### config.mk
export PLATFORM = sky130hd
export DESIGN_NAME = matmul_seq
export DESIGN_NICKNAME = d
export VERILOG_FILES = /design/src/rtl/matmul_pkg.sv /design/src/rtl/level_det.sv /design/src/rtl/matmul_seq.sv
export SDC_FILE = /design/constraint.sdc
export NUM_CORES = 1
export LEC_CHECK = 0
export CORE_ASPECT_RATIO = 1.4
export CORE_MARGIN = 2
export CORE_UTILIZATION = 35
export CTS_CLUSTER_DIAMETER = 200
export DETAILED_ROUTE_END_ITERATION = 8
export PLACE_DENSITY_LB_ADDON = 0.15
export SKIP_CTS_REPAIR_TIMING = 1
export SKIP_LAST_GASP = 1
export SYNTH_ARGS = -nofsm -noshare
export SYNTH_HDL_FRONTEND = slang
export SYNTH_HIERARCHICAL = 1
export SYNTH_SLANG_ARGS = --single-unit
### constraint.sdc
create_clock -name slow_clk -period 9.41 [get_ports slow_clk]
set_input_delay 1.4115 -clock slow_clk [delete_from_list [all_inputs] [get_ports slow_clk]]
set_output_delay 1.4115 -clock slow_clk [all_outputs]
set_load 0.02 [all_outputs]
### src/rtl/matmul_pkg.sv
// matmul_pkg: shared state encoding, default sizes and address helper
// constants for the sequential matrix multiplier (R = A x B).
package matmul_pkg;

    // Default geometry of the multiplier.
    localparam int unsigned DEF_ROW   = 2;
    localparam int unsigned DEF_INNER = 2;
    localparam int unsigned DEF_COL   = 2;
    localparam int unsigned DEF_DW    = 8;
    localparam int unsigned DEF_AW    = 32;

    // Matrix sizes, in elements, for the default geometry.
    localparam int unsigned DEF_N_R = DEF_ROW * DEF_COL;
    localparam int unsigned DEF_N_A = DEF_ROW * DEF_INNER;
    localparam int unsigned DEF_N_B = DEF_INNER * DEF_COL;

    typedef enum logic [2:0] {
        ST_IDLE   = 3'd0,
        ST_CLEAR  = 3'd1,
        ST_READ   = 3'd2,
        ST_MAC    = 3'd3,
        ST_WRITE  = 3'd4,
        ST_FINISH = 3'd5
    } mm_state_e;

    // Accumulator width: a full product plus one bit per doubling of
    // the number of terms summed, so the sum can never overflow.
    function automatic int unsigned acc_width(
        input int unsigned dw,
        input int unsigned inner
    );
        return 2 * dw + $clog2(inner);
    endfunction

endpackage

### src/rtl/level_det.sv
// level_det: rising-edge detector for a level request.
// Ports: slow_clk/rst (async, active-high), level_i, edge_o (comb pulse).
module level_det
    import matmul_pkg::*;
(
    input  logic slow_clk,
    input  logic rst,
    input  logic level_i,
    output logic edge_o
);

    logic level_q;

    always_ff @(posedge slow_clk or posedge rst) begin
        if (rst) begin
            level_q <= 1'b0;
        end else begin
            level_q <= level_i;
        end
    end

    assign edge_o = level_i & ~level_q;

endmodule

### src/rtl/matmul_seq.sv
// matmul_seq: sequential unsigned matrix multiplier R = A x B, one MAC
// per two cycles, reading A/B and writing R through simple strobed ports.
// Ports: slow_clk, rst (async, active-high), start (level, edge-triggered),
//   rd_a/addr_a/data_a, rd_b/addr_b/data_b (read, data one cycle later),
//   wr_r/addr_r/val_r (write), busy, done and tx_start (completion pulses).
module matmul_seq
    import matmul_pkg::*;
#(
    parameter int unsigned ROW   = DEF_ROW,
    parameter int unsigned INNER = DEF_INNER,
    parameter int unsigned COL   = DEF_COL,
    parameter int unsigned DW    = DEF_DW,
    parameter int unsigned AW    = DEF_AW,
    parameter int unsigned SAT   = 0
) (
    input  logic          slow_clk,
    input  logic          rst,
    input  logic          start,
    output logic          rd_a,
    output logic [AW-1:0] addr_a,
    input  logic [DW-1:0] data_a,
    output logic          rd_b,
    output logic [AW-1:0] addr_b,
    input  logic [DW-1:0] data_b,
    output logic          wr_r,
    output logic [AW-1:0] addr_r,
    output logic [DW-1:0] val_r,
    output logic          busy,
    output logic          done,
    output logic          tx_start
);

    localparam int unsigned ACCW = acc_width(DW, INNER);

    localparam logic [AW-1:0]   ROW_LAST   = AW'(ROW - 1);
    localparam logic [AW-1:0]   INNER_LAST = AW'(INNER - 1);
    localparam logic [AW-1:0]   COL_LAST   = AW'(COL - 1);
    localparam logic [AW-1:0]   INNER_A    = AW'(INNER);
    localparam logic [AW-1:0]   COL_A      = AW'(COL);
    localparam logic [ACCW-1:0] MAXV       = ACCW'({DW{1'b1}});

    mm_state_e state_q, state_d;

    logic [AW-1:0]   i_q, i_d;
    logic [AW-1:0]   j_q, j_d;
    logic [AW-1:0]   k_q, k_d;
    logic [ACCW-1:0] acc_q, acc_d;

    logic            start_edge;
    logic            i_last, j_last, k_last;
    logic [AW-1:0]   a_idx, b_idx, r_idx;
    logic [ACCW-1:0] prod;
    logic [DW-1:0]   res;

    level_det u_det (
        .slow_clk (slow_clk),
        .rst      (rst),
        .level_i  (start),
        .edge_o   (start_edge)
    );

    assign i_last = (i_q == ROW_LAST);
    assign j_last = (j_q == COL_LAST);
    assign k_last = (k_q == INNER_LAST);

    // Row-major element addresses.
    assign a_idx = i_q * INNER_A + k_q;
    assign b_idx = k_q * COL_A + j_q;
    assign r_idx = i_q * COL_A + j_q;

    assign prod = ACCW'(data_a) * ACCW'(data_b);

    always_comb begin
        res = acc_q[DW-1:0];
        if ((SAT != 0) && (acc_q > MAXV)) begin
            res = MAXV[DW-1:0];
        end
    end

    // State register.
    always_ff @(posedge slow_clk or posedge rst) begin
        if (rst) begin
            state_q <= ST_IDLE;
        end else begin
            state_q <= state_d;
        end
    end

    // Next-state logic; start edges outside IDLE are simply dropped.
    always_comb begin
        state_d = state_q;
        unique case (state_q)
            ST_IDLE: begin
                if (start_edge) begin
                    state_d = ST_CLEAR;
                end
            end
            ST_CLEAR:  state_d = ST_READ;
            ST_READ:   state_d = ST_MAC;
            ST_MAC:    state_d = k_last ? ST_WRITE : ST_READ;
            ST_WRITE:  state_d = (i_last && j_last) ? ST_FINISH : ST_CLEAR;
            ST_FINISH: state_d = ST_IDLE;
            default:   state_d = ST_IDLE;
        endcase
    end

    // Output logic: strobes and addresses are decoded from state only,
    // so an async reset of the state clears them immediately.
    always_comb begin
        busy     = 1'b1;
        done     = 1'b0;
        tx_start = 1'b0;
        rd_a     = 1'b0;
        rd_b     = 1'b0;
        wr_r     = 1'b0;
        addr_a   = '0;
        addr_b   = '0;
        addr_r   = '0;
        val_r    = '0;
        unique case (state_q)
            ST_IDLE: busy = 1'b0;
            ST_READ: begin
                rd_a   = 1'b1;
                rd_b   = 1'b1;
                addr_a = a_idx;
                addr_b = b_idx;
            end
            ST_WRITE: begin
                wr_r   = 1'b1;
                addr_r = r_idx;
                val_r  = res;
            end
            ST_FINISH: begin
                done     = 1'b1;
                tx_start = 1'b1;
            end
            default: ;
        endcase
    end

    // Counter and accumulator next-state.
    always_comb begin
        i_d   = i_q;
        j_d   = j_q;
        k_d   = k_q;
        acc_d = acc_q;
        unique case (state_q)
            ST_IDLE: begin
                if (start_edge) begin
                    i_d = '0;
                    j_d = '0;
                    k_d = '0;
                end
            end
            ST_CLEAR: begin
                acc_d = '0;
                k_d   = '0;
            end
            ST_MAC: begin
                acc_d = acc_q + prod;
                if (!k_last) begin
                    k_d = k_q + AW'(1);
                end
            end
            ST_WRITE: begin
                if (j_last) begin
                    j_d = '0;
                    i_d = i_q + AW'(1);
                end else begin
                    j_d = j_q + AW'(1);
                end
            end
            default: ;
        endcase
    end

    always_ff @(posedge slow_clk or posedge rst) begin
        if (rst) begin
            i_q   <= '0;
            j_q   <= '0;
            k_q   <= '0;
            acc_q <= '0;
        end else begin
            i_q   <= i_d;
            j_q   <= j_d;
            k_q   <= k_d;
            acc_q <= acc_d;
        end
    end

endmodule

Yosys cells after proc, flatten, opt, wreduce, memory -nomap -nowiden
Cells that the tools add are included.
{"block": "totals", "register_bits": 117, "in_bits": 19, "output_inout_bits": 110, "elab_cells": 55}
{"block": "classes", "addsub": 7, "n_mul": 1, "n_eq_ne": 11, "muxes": 20, "bitwise_logic": 2, "reduce_logical": 8}
{"op": "$mux W32", "count": 7}
{"op": "$pmux W32 S2", "count": 2}
{"op": "$add A32 B1 Y32 const B", "count": 3}
{"op": "$add A32 B32 Y32", "count": 3}
{"op": "$eq A32 B1 Y1 const B", "count": 3}
{"op": "$pmux W32 S3", "count": 1}
{"op": "$pmux W17 S2", "count": 1}
{"op": "$add A17 B16 Y17", "count": 1}
{"op": "$mul A8 B8 Y16", "count": 1}
{"op": "$pmux W3 S5", "count": 1}
{"op": "$mux W3", "count": 3}
{"op": "$mux W8", "count": 1}
{"op": "$eq A3 B2 Y1 const B", "count": 2}
{"op": "$eq A3 B3 Y1 const B", "count": 2}
{"op": "$ne A2 B2 Y1 const B", "count": 3}
{"op": "$reduce_and A3 Y1", "count": 2}
{"op": "$mux W1", "count": 4}
{"op": "$reduce_bool A2 Y1", "count": 2}
{"op": "$eq A3 B1 Y1 const B", "count": 1}
{"op": "$logic_not A3 Y1", "count": 1}
{"op": "$reduce_bool A3 Y1", "count": 1}
{"op": "$reduce_and A2 Y1", "count": 1}
{"op": "$and A1 B1 Y1", "count": 1}
{"op": "$logic_and A1 B1 Y1", "count": 1}
{"op": "$not A1 Y1", "count": 1}

Logic depth before layout (Yosys ltp)
Gate-level depths: netlist of run 1.
{"block": "depth", "depth_word": 4, "depth_mapped": 15, "depth_no_buf": 15}

Modules after synthesis
The synthesis of run 1 kept the hierarchy.
{"mod": "matmul_seq", "n_inst": 1, "cells_per_inst": 1451, "area_per_inst_um2": 11446.0, "seq_area_each_um2": 2677.6}
{"mod": "level_det", "n_inst": 1, "cells_per_inst": 3, "area_per_inst_um2": 42.5, "seq_area_each_um2": 25.0}

Least setup slack after synthesis of run 1
OpenSTA, ideal clock, no wires.
{"block": "synth_timing", "path_type": "input to register", "from": "input port data_b[1]", "to": "register acc_q[7]", "arrival_time_ns": 4.459, "setup_slack_ns": 4.819, "path_stages": 14, "n_path_buf": 0, "path_cell_list": "nand2_1 > fa_1 > inv_1 > fa_1 > ha_1 > inv_1 > fa_1 > inv_1 > fa_1 > a21o_1 > a21oi_1 > xnor2_1 > xnor2_1 > o21ai_0"}
{"block": "synth_between", "elab_chain_cells": 3}
{"item": "start, declared", "line": "matmul_seq.sv:24", "rtl": "input logic [DW-1:0] data_b,"}
{"item": "$mul A8 B8 Y16", "line": "matmul_seq.sv:71", "rtl": "assign prod = ACCW'(data_a) * ACCW'(data_b);"}
{"item": "$add A17 B16 Y17", "line": "matmul_seq.sv:160", "rtl": "acc_d = acc_q + prod;"}
{"item": "$pmux W17 S2", "line": "matmul_seq.sv:147", "rtl": "unique case (state_q)"}
{"item": "end signal, assigned", "line": "matmul_seq.sv:182", "rtl": "acc_q <= '0;"}
{"item": "end signal, assigned", "line": "matmul_seq.sv:187", "rtl": "acc_q <= acc_d;"}
{"item": "end, declared", "line": "matmul_seq.sv:47", "rtl": "logic [ACCW-1:0] acc_q, acc_d;"}
No other way between the ends.
A chain may end at the register's enable or synchronous reset.

Final worst setup path of run 1
{"block": "layout_timing", "from": "register k_q[0]", "to": "output port addr_b[31]"}
{"block": "layout_between", "elab_chain_cells": 2}
{"item": "start, declared", "line": "matmul_seq.sv:46", "rtl": "logic [AW-1:0] k_q, k_d;"}
{"item": "start signal, assigned", "line": "matmul_seq.sv:186", "rtl": "k_q <= k_d;"}
{"item": "$add A32 B32 Y32", "line": "matmul_seq.sv:68", "rtl": "assign b_idx = k_q * COL_A + j_q;"}
{"item": "$mux W32", "line": "matmul_seq.sv:120", "rtl": "unique case (state_q)"}
{"item": "end, declared", "line": "matmul_seq.sv:23", "rtl": "output logic [AW-1:0] addr_b,"}
No other way between the ends.

==> metrics.txt, run 1 <==
top cells by area, synth sky130_fd_sc_hd__dfrtp_1, sky130_fd_sc_hd__ha_1, sky130_fd_sc_hd__nor2_1; highest clock rate between 0.15 and 0.2 GHz; starting utilization of the core area a little over a third; number of iterations in the first detailed-routing pass 6; post-synthesis instance area approximately 11000 µm²; routability-driven placement congestion ratio between 0.9 and 1; Avg Synthesized Cell Area a little under 8 µm²; sequential cell area fraction in the yosys report 23.5%; Switch Pwr around 0.00026 W; post-route setup TNS 0 ns; leakage roughly 6 nW; Max clock buf depth 2; share of final-layout standard cells stronger than drive strength 1 2.95%; starting DRC count in detailed routing roughly 600; via count of the first global-routing pass about 11000; area share of the largest cell type after synthesis a little under a quarter; async set-reset flop share out of synthesis 100%; number of distinct library cells after synthesis just under 80; actual transition at the worst max-transition pin 1.11 ns; wire length of the first global-routing pass 60300 µm; area of the placeable core around 32000 µm²; standard-cell rows 78; xor/xnor cell area share of the yosys netlist around a tenth; number of synthesized register bits 108; power density over the cells 73.4 nW/µm²; multiplexer share of the synthesized area less than 1%; clock latency on the worst-skew pair between 0.3 and 0.4 ns; result of the run finished clean; detail-routed via count per cell approximately 5.4; I/O pin total 129; Ys Warns 6; floorplan die width around 160 µm; skew final 0.0105 ns; portion of total power attributed to sequential cells approximately 47%; leading cell type by number of instances after synthesis sky130_fd_sc_hd__nor2_1; instance count of the mapped netlist 1454; DRT antenna net count 0; clock share of power between 40 and 50%; Slew HR between 20% and 30%; multi-input combinational cell area ~8300 µm²; Remaining Overflow, GRT 0; net switching fraction of the power about a quarter; total DRC errors in the routed layout 0; via count around 11000; Post-synth EDFFs 0; fin crit period about 5.8 ns; placed wire-length estimate after detailed placement 30100 µm; number of antenna violations at the first check in global routing 0; internal power a little over 0.0007 W; Final Power about 0.001 W; kind of critical path reg -> out; maximum level of the CTS H-tree 3; sort of element at the end of the critical path primary output; post-route clock period utilization between 60% and 70%; maximum fanout along the worst path 7; syn nets 1607; critical path launch point type register; wirelength, routed about 39000 µm; simple logic cell fraction of the synthesized area between 20 and 30%; Clock transition at path regs 0.08 ns; list of most frequent post-synthesis cells sky130_fd_sc_hd__nor2_1, sky130_fd_sc_hd__nand2_1, sky130_fd_sc_hd__ha_1; number of port buffers about 130; max-slew violation total from the final report 0; RSZ-0062 raised after global routing no; Compound-Gate Fraction of Synth Area 20.5%; DP Worst Slack approximately 4.0 ns; Fillers around 3400; total global-route track usage 22.7%; TritonCTS sink count around 110; dominant combinational cell family by area after synthesis simple AND/OR/NAND/NOR gates; total area of sequential cells approximately 2700 µm²; final critical-path setup slack roughly 3.6 ns; maximum number of pins on one net before global-route repair 61; Synth Area in Adders between 15 and 20%; TritonCTS clock tree yes; worst IR drop on VDD 67.5 µV; max capacitance violation total 0; wire length per cell after detailed routing about 19 µm; final setup fails 0; data required time of the critical path about 8 ns; cell taking the most area after synthesis sky130_fd_sc_hd__dfrtp_1; Area Growth Syn to Fin 17.5%; kind of path behind the tightest hold check reg -> reg; number of nets in the layout 1709; utilization after layout 41.7%; clock root cell sky130_fd_sc_hd__clkbuf_16; area of the die between 30000 and 40000 µm²; number of clock buffers inserted by TritonCTS 9; count of endpoints failing hold in the final timing report 0; combinational group share of total power between 10% and 20%; arrival time at the worst endpoint ~4.4 ns; prevailing post-synth register cell sky130_fd_sc_hd__dfrtp_1; die extent in y between 200 and 250 µm
-- metrics by stage --
stage          area (µm²)  std cells  hold WS [ns]
2_1_floorplan       11500       1454         0.450
3_3_place_gp        13200       1985         0.465
3_5_place_dp        13200       1985         0.471
4_1_cts             13500       2001         0.490
5_1_grt             13500       2001         0.511
6_report            13500       2002         0.487
-- critical path, stage by stage (launching register included) --
cell and delay [ns]:
sky130_fd_sc_hd__dfrtp_1 0.46, sky130_fd_sc_hd__ha_1 0.26, sky130_fd_sc_hd__fa_1 0.42, sky130_fd_sc_hd__a21o_1 0.17
sky130_fd_sc_hd__a21oi_1 0.27, sky130_fd_sc_hd__o21ai_1 0.15, sky130_fd_sc_hd__a31oi_1 0.41, sky130_fd_sc_hd__o31ai_1 0.24
sky130_fd_sc_hd__o22ai_1 0.29, sky130_fd_sc_hd__o21ai_1 0.21, sky130_fd_sc_hd__a2111o_1 0.44, sky130_fd_sc_hd__nand3_1 0.10
sky130_fd_sc_hd__clkdlybuf4s50_1 0.61
-- cells by family after synthesis --
group                      after synthesis
and+or+nand+nor                        592
AOI/OAI and AO/OA                      362
xor gates and xnor gates               138
adders and majority gates              134
buffers and inverters                  118
DFF                                    108
muxes                                    2
-- path summary, 6_finish.rpt --
path                           from       endpoint  slack (ns)  depth (start not counted)
hold reg to reg            acc_q[1]       acc_q[1]        0.49                          2
setup reg to reg             j_q[0]        i_q[31]        5.20                         11
hold / removal             acc_q[1]       acc_q[1]        0.49                          2
max in group asynchronous       rst         j_q[6]        6.61                          3
setup / recovery             k_q[0]     addr_b[31]        3.60                         12
min in group asynchronous       rst  u_det/level_q        1.26                          2
-- layout make-up --
| class | count | area share [%] |
|---|---|---|
| diodes | 1 | 0.0185 |
| clock buffers | 11 | 1.72 |
| clock inverters | 5 | 0.500 |
| inverters | 73 | 2.05 |
| multi-input cells | 1228 | 61.7 |
| flip-flops and latches | 108 | 20.0 |
| well taps | 440 | 4.08 |
| repair buffers | 136 | 9.93 |
-- power by group through the flow --
stage                     Clock (W)  Combinational (W)  Sequential (W)
after floorplan                   0          0.0000848        0.000473
after global placement            0           0.000117        0.000473
after detailed placement          0           0.000118        0.000473
after CTS                  0.000420           0.000119        0.000464
after global routing       0.000433           0.000135        0.000464
final                      0.000412           0.000116        0.000464
-- layer usage --
| layer | track usage [%] | part of all wire (%) | up-vias |
|---|---|---|---|
| li1 | - | - | 5381 |
| met1 | 27.4 | 43 | 5181 |
| met2 | 40.0 | 50 | 263 |
| met3 | 3.01 | 3.9 | 70 |
| met4 | 9.73 | 3.8 | 0 |
| met5 | 0 | 0 | - |
-- sequential cells by signal, indices dropped and copies added (netlist names) --
| name | flops |
|---|---|
| acc_q | 8 |
| i_q | 32 |
| j_q | 32 |
| k_q | 32 |
| state_q | 3 |
| u_det/level_q | 1 |
-- cells in the final DEF, fill, tap and decap left out, drive strengths merged, types with 8 or more instances in the layout --
cell           instances
o21a                  13
nand2b                19
xor2                  64
clkdlybuf4s50        128
xnor2                 74
nor2                 175
dfrtp                108
nand3                 59
or3                   17
nor3                  28
o21bai                12
o31ai                 16
nor4                  23
a21o                  39
a31oi                 16
inv                   75
clkbuf                11
and2                  29
and3                  32
o21ai                115
fa                    21
ha                   113
a211oi                18
buf                    8
nand4                 20
nand2                149
a21oi                 79
No activity file was read; power rests on OpenSTA's default activity.
==> run 2: changes to the inputs <==
==> constraint.sdc (replaced) <==
create_clock -name slow_clk -period 4.7 [get_ports slow_clk]
set_input_delay 0.705 -clock slow_clk [delete_from_list [all_inputs] [get_ports slow_clk]]
set_output_delay 0.705 -clock slow_clk [all_outputs]
set_load 0.02 [all_outputs]
==> metrics.txt, run 2 (synthesis gave the netlist of run 1 again) <==
data required time of the critical path 3.99 ns (-4.01 ns); kind of critical path reg -> out; Max clock buf depth 2 (unchanged); number of port buffers 128 (unchanged); cell seen most often among critical-path stages sky130_fd_sc_hd__a41o_1; area of the placeable core 32400 µm² (unchanged); skew final 0.0111 ns (+0.000518 ns); via count of the first global-routing pass 11000 (+1.6%); kind of path behind the tightest hold check reg -> reg; detail-routed via count per cell 5.47 (+0.44%); standard-cell rows 78 (unchanged); number of clock buffers inserted by TritonCTS 9 (unchanged); starting DRC count in detailed routing 716 (+18%); placed wire-length estimate after detailed placement 31100 µm (+3.3%); number of nets in the layout 1764 (+3.2%); result of the run finished clean; worst IR drop on VDD 125 µV (+85%); routability-driven placement congestion ratio 0.867 (-4.1%); number of iterations in the first detailed-routing pass 5 (-1); total global-route track usage 23.1% (+0.49 points); worst reg-to-reg path cell count 14 (+3); Final Power 0.00207 W (+110%); share of final-layout standard cells stronger than drive strength 1 7.74% (+4.8 points); RSZ-0062 raised after global routing yes; actual transition at the worst max-transition pin 1.22 ns (+0.104 ns); largest registers i_q x32, j_q x32, k_q x32; TritonCTS sink count 108 (unchanged); cell-by-cell trace of the critical path ha_1, fa_1, a211oi_2, nor2_1, o31ai_1, buf_4, nand2_1, a41o_1, a41o_1, o31a_1, nor4_1, a311o_1, dlymetal6s2s_1; maximum level of the CTS H-tree 3 (unchanged); I/O pin total 129 (unchanged); wirelength, routed 39300 µm (+1.9%); highest clock rate approximately 0.21 GHz; maximum number of pins on one net before global-route repair 57 (-6.6%); Hold Crit Depth 2 (unchanged); area of the die 34300 µm² (unchanged); count of endpoints failing hold in the final timing report 0 (unchanged); cell area reported after detailed placement 13600 µm² (+3.0%); Clock transition at path regs 0.08 ns (about the same); sort of element at the end of the critical path primary output; total area of sequential cells 2710 µm² (about the same); Antenna diodes 0 (-1); leading cell types in the layout, fill and taps excluded sky130_fd_sc_hd__nor2_1, sky130_fd_sc_hd__nand2_1, sky130_fd_sc_hd__ha_1; clock latency on the worst-skew pair 0.37 ns (about the same); post-route clock period utilization about 99%; total DRC errors in the routed layout 0 (unchanged); Remaining Overflow, GRT 0 (unchanged); max-slew violation total from the final report 0 (unchanged); wire length of the first global-routing pass 62300 µm (+3.2%); maximum fanout along the worst path 6 (-1); cell area after layout 14100 µm² (+4.5%); multi-input combinational cell area 8430 µm² (+1.2%); starting utilization of the core area 35.5% (unchanged); Final Instance Count excl. Fillers 2056 (+2.7%); Fillers 3392 (+0.98%); power density over the cells 147 nW/µm² (+100%); arrival time at the worst endpoint 3.97 ns (-0.42 ns); clock root cell sky130_fd_sc_hd__clkbuf_16; floorplan die width 157 µm (unchanged); Area Growth Syn to Fin 22.8%; Cells after DPL 2037 (+2.6%); number of antenna violations at the first check in global routing 0 (unchanged); die extent in y 218 µm (unchanged); Slew HR 18.8% (-7.0 points); critical path launch point type register; fin crit period about 4.7 ns; Worst path max stage delay 0.46 ns (-0.15 ns); TritonCTS clock tree yes; final setup fails 0 (unchanged); max capacitance violation total 0 (unchanged); wire length per cell after detailed routing 19.1 µm (-0.73%); post-route setup TNS 0 ns (unchanged); most common cell after layout, fill and taps aside sky130_fd_sc_hd__nor2_1; Max stage delay cell, worst path sky130_fd_sc_hd__fa_1; utilization after layout 43.5% (+1.9 points); via count 11200 (+3.1%); leakage 6.74 nW (+9.1%); DRT antenna net count 0 (unchanged)
run 2: changes by cell type in the layout (fill, tap and decap cells not counted), sizes merged:
cell | before | now
buf | 8 | 63
clkdlybuf4s50 | 128 | 110
clkbuf | 11 | 12
clkinv | 2 | 0
diode | 1 | 0
dlymetal6s2s | 0 | 18
bufinv | 1 | 2
run 2: power by group:
part           switching [W]  internal, W
logic               0.000128     0.000107
registers        0.000000467     0.000929
clock network       0.000390     0.000516
run 2: final timing paths:
| kind | start | end | slack, ns |
|---|---|---|---|
| max reg2reg | acc_q[4] | acc_q[7] | 0.96 |
| min | acc_q[5] | acc_q[5] | 0.49 |
| max | j_q[1] | addr_r[31] | 0.03 |
| min in group asynchronous | rst | u_det/level_q | 0.56 |
| max in group asynchronous | rst | i_q[10] | 2.95 |
| min reg2reg | acc_q[5] | acc_q[5] | 0.49 |
run 2: layout make-up:
class,instances,area share (%)
Sequential cell,108,19.2
Tap cell,440,3.90
Timing Repair Buffer,191,12.8
Multi-Input combinational cell,1228,59.8
Clock inverter,4,0.550
Inverter,73,1.96
Clock buffer,12,1.89
run 2: routing by layer:
layer / GRT usage [%] / routed length [µm] / part of all wire [%] / vias to the layer above
li1: - / - / - / 5489
met1: 29.1 / 17000 / 43 / 5422
met2: 42.0 / 20200 / 51 / 274
met3: 1.80 / 1230 / 3.1 / 53
met4: 6.67 / 867 / 2.2 / 0
met5: 0 / 0 / 0 / -
run 2: worst max-delay path: cells and delay by family (launching register included):
kind,cells,cell delay [ns]
AO/OA/AOI/OAI,6,1.59
adder cells (fa/ha/maj),2,0.72
buffers and inverters,2,0.39
flip-flops,1,0.45
AND/OR/NAND/NOR,3,0.46
run 2: metrics by stage:
| step | setup WS, ns | hold slack (ns) |
|---|---|---|
| CTS | -0.362 | 0.498 |
| floorplan | 0.815 | 0.434 |
| finish | 0.0268 | 0.490 |
| global placement | 0.0841 | 0.467 |
| detailed placement | 0.0691 | 0.481 |
| global route | -0.158 | 0.522 |
==> run 3: changes to the inputs <==
--- a/config.mk
+++ b/config.mk
@@ -5,6 +5,7 @@
 export SDC_FILE = /design/constraint.sdc
 export NUM_CORES = 1
 export LEC_CHECK = 0
+export CAP_MARGIN = 10
 export CORE_ASPECT_RATIO = 1.4
 export CORE_MARGIN = 2
 export CORE_UTILIZATION = 35
==> results of run 3 <==
Same layout as run 2: the final DEF is identical, and so are final timing and power.
